$ cat config.mk
export PLATFORM = sky130hd
export DESIGN_NAME = alu_share_arbiter
export DESIGN_NICKNAME = d
export VERILOG_FILES = /design/src/rtl/alu_pkg.sv /design/src/rtl/rr_pick2.sv /design/src/rtl/alu_share_arbiter.sv
export SDC_FILE = /design/constraint.sdc
export NUM_CORES = 1
export LEC_CHECK = 0
export CAP_MARGIN = 20
export CORE_AREA = 2 2 211 213
export CTS_BUF_LIST = sky130_fd_sc_hd__clkbuf_4
export CTS_CLUSTER_SIZE = 28
export DETAILED_ROUTE_END_ITERATION = 16
export DIE_AREA = 0 0 213 215
export PLACE_DENSITY = 0.47
export SYNTH_ARGS = -nofsm -noshare
export SYNTH_HDL_FRONTEND = slang
export SYNTH_SLANG_ARGS = --single-unit
$ cat constraint.sdc
create_clock -name CLK -period 2.15 [get_ports CLK]
set_input_delay 0.5375 -clock CLK [delete_from_list [all_inputs] [get_ports CLK]]
set_output_delay 0.5375 -clock CLK [all_outputs]
set_load 0.02 [all_outputs]
$ cat src/rtl/alu_pkg.sv
// Shared ALU opcode constants and arbiter state encoding.
// Used by both the external ALU and the arbiter.
package alu_pkg;

    localparam logic [3:0] ALU_AND   = 4'b0000;
    localparam logic [3:0] ALU_ORR   = 4'b0001;
    localparam logic [3:0] ALU_ADD   = 4'b0010;
    localparam logic [3:0] ALU_SUB   = 4'b0110;
    localparam logic [3:0] ALU_PASSB = 4'b0111;

    typedef enum logic [1:0] {
        ST_IDLE = 2'd0,
        ST_EXEC = 2'd1,
        ST_RESP = 2'd2
    } arb_state_t;

    function automatic logic is_legal_op(input logic [3:0] op);
        case (op)
            ALU_AND, ALU_ORR, ALU_ADD, ALU_SUB, ALU_PASSB: return 1'b1;
            default:                                       return 1'b0;
        endcase
    endfunction

endpackage

$ cat src/rtl/rr_pick2.sv
// Two-way round-robin choice: a lone request wins outright,
// and on a tie the requester that was not granted last wins.
module rr_pick2 (
    input  logic Req0,
    input  logic Req1,
    input  logic LastId,
    output logic valid,
    output logic id
);

    always_comb begin
        valid = Req0 | Req1;
        if (Req0 && Req1) begin
            id = ~LastId;
        end else begin
            id = Req1;
        end
    end

endmodule

$ cat src/rtl/alu_share_arbiter.sv
// Arbitrates two requesters onto one external ALU: grant, execute for one
// cycle, then hold the response until the consumer accepts it.
module alu_share_arbiter
    import alu_pkg::*;
#(
    parameter int DATA_W = 64
) (
    input  logic              CLK,
    input  logic              Reset,
    input  logic              Req0,
    input  logic              Req1,
    input  logic [DATA_W-1:0] A0,
    input  logic [DATA_W-1:0] B0,
    input  logic [DATA_W-1:0] A1,
    input  logic [DATA_W-1:0] B1,
    input  logic [3:0]        Ctrl0,
    input  logic [3:0]        Ctrl1,
    output logic              Gnt0,
    output logic              Gnt1,
    output logic [DATA_W-1:0] BusA,
    output logic [DATA_W-1:0] BusB,
    output logic [3:0]        ALUCtrl,
    input  logic [DATA_W-1:0] BusW,
    input  logic              Zero,
    output logic              RespValid,
    input  logic              RespReady,
    output logic              RespId,
    output logic [DATA_W-1:0] RespW,
    output logic              RespZero,
    output logic              RespErr
);

    arb_state_t        state_reg;
    logic [DATA_W-1:0] a_reg;
    logic [DATA_W-1:0] b_reg;
    logic [3:0]        ctrl_reg;
    logic              id_reg;
    logic              last_id_reg;
    logic              gnt0_reg;
    logic              gnt1_reg;
    logic              resp_valid_reg;
    logic              resp_id_reg;
    logic [DATA_W-1:0] resp_w_reg;
    logic              resp_zero_reg;
    logic              resp_err_reg;

    logic pick_valid;
    logic pick_id;

    rr_pick2 u_pick (
        .Req0   (Req0),
        .Req1   (Req1),
        .LastId (last_id_reg),
        .valid  (pick_valid),
        .id     (pick_id)
    );

    always_ff @(posedge CLK) begin
        if (Reset) begin
            state_reg      <= ST_IDLE;
            a_reg          <= '0;
            b_reg          <= '0;
            ctrl_reg       <= '0;
            id_reg         <= 1'b0;
            last_id_reg    <= 1'b1;
            gnt0_reg       <= 1'b0;
            gnt1_reg       <= 1'b0;
            resp_valid_reg <= 1'b0;
            resp_id_reg    <= 1'b0;
            resp_w_reg     <= '0;
            resp_zero_reg  <= 1'b0;
            resp_err_reg   <= 1'b0;
        end else begin
            gnt0_reg <= 1'b0;
            gnt1_reg <= 1'b0;
            case (state_reg)
                ST_IDLE: begin
                    // Requests are only looked at here; the grant pulse covers the EXEC cycle.
                    if (pick_valid) begin
                        a_reg       <= pick_id ? A1 : A0;
                        b_reg       <= pick_id ? B1 : B0;
                        ctrl_reg    <= pick_id ? Ctrl1 : Ctrl0;
                        id_reg      <= pick_id;
                        last_id_reg <= pick_id;
                        gnt0_reg    <= ~pick_id;
                        gnt1_reg    <= pick_id;
                        state_reg   <= ST_EXEC;
                    end
                end
                ST_EXEC: begin
                    resp_w_reg     <= BusW;
                    resp_zero_reg  <= Zero;
                    resp_err_reg   <= ~is_legal_op(ctrl_reg);
                    resp_id_reg    <= id_reg;
                    resp_valid_reg <= 1'b1;
                    state_reg      <= ST_RESP;
                end
                ST_RESP: begin
                    if (RespReady) begin
                        resp_valid_reg <= 1'b0;
                        state_reg      <= ST_IDLE;
                    end
                end
                default: state_reg <= ST_IDLE;
            endcase
        end
    end

    // The shared ALU sees quiet zero inputs except while this block owns it.
    assign BusA    = (state_reg == ST_EXEC) ? a_reg    : '0;
    assign BusB    = (state_reg == ST_EXEC) ? b_reg    : '0;
    assign ALUCtrl = (state_reg == ST_EXEC) ? ctrl_reg : 4'b0000;

    assign Gnt0      = gnt0_reg;
    assign Gnt1      = gnt1_reg;
    assign RespValid = resp_valid_reg;
    assign RespId    = resp_id_reg;
    assign RespW     = resp_w_reg;
    assign RespZero  = resp_zero_reg;
    assign RespErr   = resp_err_reg;

endmodule
==> flow_summary_export.csv <==
group,metric,value,unit
critical_path,crit_path_max_incr_delay,0.32,ns
min_path,hold_depth,3,
grt,grt_max_degree,88,
synth,ys_types,27,
critical_path,critical_path_class,"reg -> out",
critical_path,worst_path_max_delay_cell,"dfxtp_2",
route,postRouteAntennaNets,0,
placement,place_congestion,0.789,
critical_path,crit_top_cell,"buf_12",
synth,yosysSeqAreaShare,44.5,%
cts,clock-root-buffer,"clkbuf_4",
route,drt-wirelength-per-cell,19.3,um
cts,cts_tree,"done",
finish,areaGrowthSynthToFinish,81.8,%
grt,grtUsageTotal,18.4,%
critical_path,start_kind,"flop",
synth,yosys_warnings,0,
synth,synthTopCellsByArea,"dfxtp_1 45%, a221o_1 14%, nand2_1 11%",
timing,period_share,117,%
synth,netlist_area,9270,um2
critical_path,worst_setup_path_end_kind,"primary output",
timing,drv_slew,0,
timing,slew_headroom,48.6,%
placement,dpl_cell_area,15500,um2
route,num_vias,10189,
cts,cts_sinks,206,
route,drtPass1Iterations,5,
route,viasPerCell,4.46,
cts,htreeDepth,3,
floorplan,die_h,215,um
placement,dp.cells,2131,
outcome,violations,"negative setup slack",
finish,final_core_util,38.6,%
grt,first_global_vias,10371,
grt,grt_antenna_before_repair,4,
grt,gr-max-usage-layer,"met2",
placement,dp_hpwl,30200,um
finish,final_area,16800,um2
pwr,power_frac_seq,38.7,%
grt,grt_pass1_wl,64000,um
pwr,vdd_drop_max,0.266,mV
floorplan,die_area,45800,um2
pwr,p_sw,3.43,mW
timing,rsz0062_at_grt,"yes",
route,drt-initial-drc-count,514,
synth,async_reset_ff_share,0,%
critical_path,path_delay_family,"buffers and inverters",
cts,cts_buffer_depth,3,
placement,port_buffers,535,
route,remaining_drc_errors,0,
finish,finalNonFillerCells,2283,
critical_path,path_buf_inv,4,
synth,ys.flop_type,"dfxtp_1",
critical_path,worstPathMaxFanout,13,
job,cap_violations,0,
pwr,combPwrFrac,24.6,%
critical_path,ff2ff_path_depth,5,
critical_path,cp.required,1.61,ns
grt,met1_usage,21.9,%
timing,period_minus_slack,2.52,ns
pwr,pwr-share-clk,36.7,%
grt,grt_overflow,0,
timing,worst_pin_slew,0.771,ns
cts,ctsHoldBuffers,0,
synth,yosysTopAreaCellShare,44.5,%
critical_path,path_depth,6,
floorplan,core-area,43600,um2
pwr,p_leak,7.09,nW
grt,grt_util_met3,6.77,%
synth,yosys.area.top_type,"dfxtp_1",
finish,drive_above_1_share,27.0,%
timing,finalSetupViolations,132,
min_path,min_path_type,"in -> reg",
synth,synth_cells,1070,
critical_path,path_cells,"nor2b_4 > buf_12 > buf_12 > buf_12 > and2_4 > buf_6",
synth,synth_edf_count,0,
critical_path,crit_arrival,1.98,ns
timing,hold_viol_final,0,
timing,setup_ws,-0.370,ns
pwr,powerDensity,677,nW/um2
timing,max_freq,0.397,GHz
cts,insertion_delay,0.77,ns
outcome,run_status,"complete, but fails checks",
pwr,sw_frac_of_total,30.1,%
route,wl,44100,um
synth,yosysMostFrequentCell,"nand2_1",
synth,synth-seq-cells,206,
floorplan,rows,77,
cts,clkTransAtPathRegs,0.06,ns
synth,ys_top_cells_by_count,"265 x nand2_1, 206 x dfxtp_1, 133 x and2_1, 132 x a221o_1, 71 x nor3_1",
finish,final_nets,1973,
floorplan,start_util,21.2,%
pwr,p_int,7.97,mW
cts,cts_buffers,68,
pwr,power,11.4,mW
timing,clock_skew,0.0262,ns
synth,avgSynthCellArea,8.66,um2
synth,synth_nets,1404,
grt,met2_usage,30.8,%
floorplan,dieWidth,213,um
floorplan,io_pins,536,
kinds of logic after synthesis:
group / count (synthesis) / synth area share, %
buf+inv: 113 / 5.87
flops: 206 / 44.5
compound gates: 204 / 18.2
simple gates: 547 / 31.4
power by group through the flow:
stage                     registers [mW]  logic, mW  clock network (mW)
after global placement              4.50       2.61                   0
after global routing                4.45       3.01                4.60
after CTS                           4.41       2.72                4.36
final                               4.42       2.81                4.18
after detailed placement            4.48       2.62                   0
after floorplan                     4.50       1.11                   0
path summary, 6_finish.rpt:
kind	startpoint	endpoint	slack (ns)
min reg2reg	RespW[53]	RespW[53]	0.45
max	state_reg[0]	BusA[26]	-0.37
max reg2reg	state_reg[1]	a_reg[2]	0.36
min	Reset	state_reg[0]	0.18
metal layers:
metal | vias up | wire length [um] | part of all wire, %
li1 | 4945 | - | -
met1 | 4765 | 18100 | 41
met2 | 417 | 21400 | 48
met3 | 62 | 3800 | 8.6
met4 | 0 | 799 | 1.8
met5 | - | 0 | 0
layout make-up:
| class | instances | area, um2 |
|---|---|---|
| clock inverter | 18 | 120 |
| antenna | 8 | 20.0 |
| sequential | 206 | 4130 |
| tap | 592 | 741 |
| multi-input combinational | 751 | 4810 |
| clock buffer | 96 | 721 |
| fill | 4532 | 26800 |
| inverter | 1 | 3.75 |
| timing repair buffer | 611 | 6310 |
placed cells by master, fill, tap and decap left out, types with 4 or more instances in the layout:
cell type and n:
clkdlybuf4s50_1 331, nand2_1 265, dfxtp_1 204, a221o_1 132, clkbuf_4 96, buf_6 90, buf_4 78, and2_4 71
nor3_1 71, a21oi_1 68, dlygate4sd2_1 68, nor3_2 63, and2_1 62, buf_12 27, clkinv_1 14, diode_2 8
buf_2 7, buf_16 5, nor2_1 4
worst reg2reg max path: stages, from the launching register on:
cell	delay [ns]
dfxtp_2	0.34
buf_4	0.15
or3_4	0.45
buf_12	0.21
nor3_2	0.44
a221o_1	0.14
per-stage QoR:
stage	setup TNS (ns)	hold slack, ns	worst slack (ns)
after CTS	-56.33	0.106	-0.530
final	-39.76	0.182	-0.370
after floorplan	0	0.426	0.265
after global placement	-0.130	0.436	-0.0395
after detailed placement	-0.0573	0.444	-0.0344
after global routing	-63.73	0.101	-0.545
repair_timing:
item	in CTS	in global routing
cloned	6	3
setup endpoints to repair	202	132
resized for setup	737	137
pin swaps	7	12
setup buffers	14	9
Power figures use the tool's default switching activity.
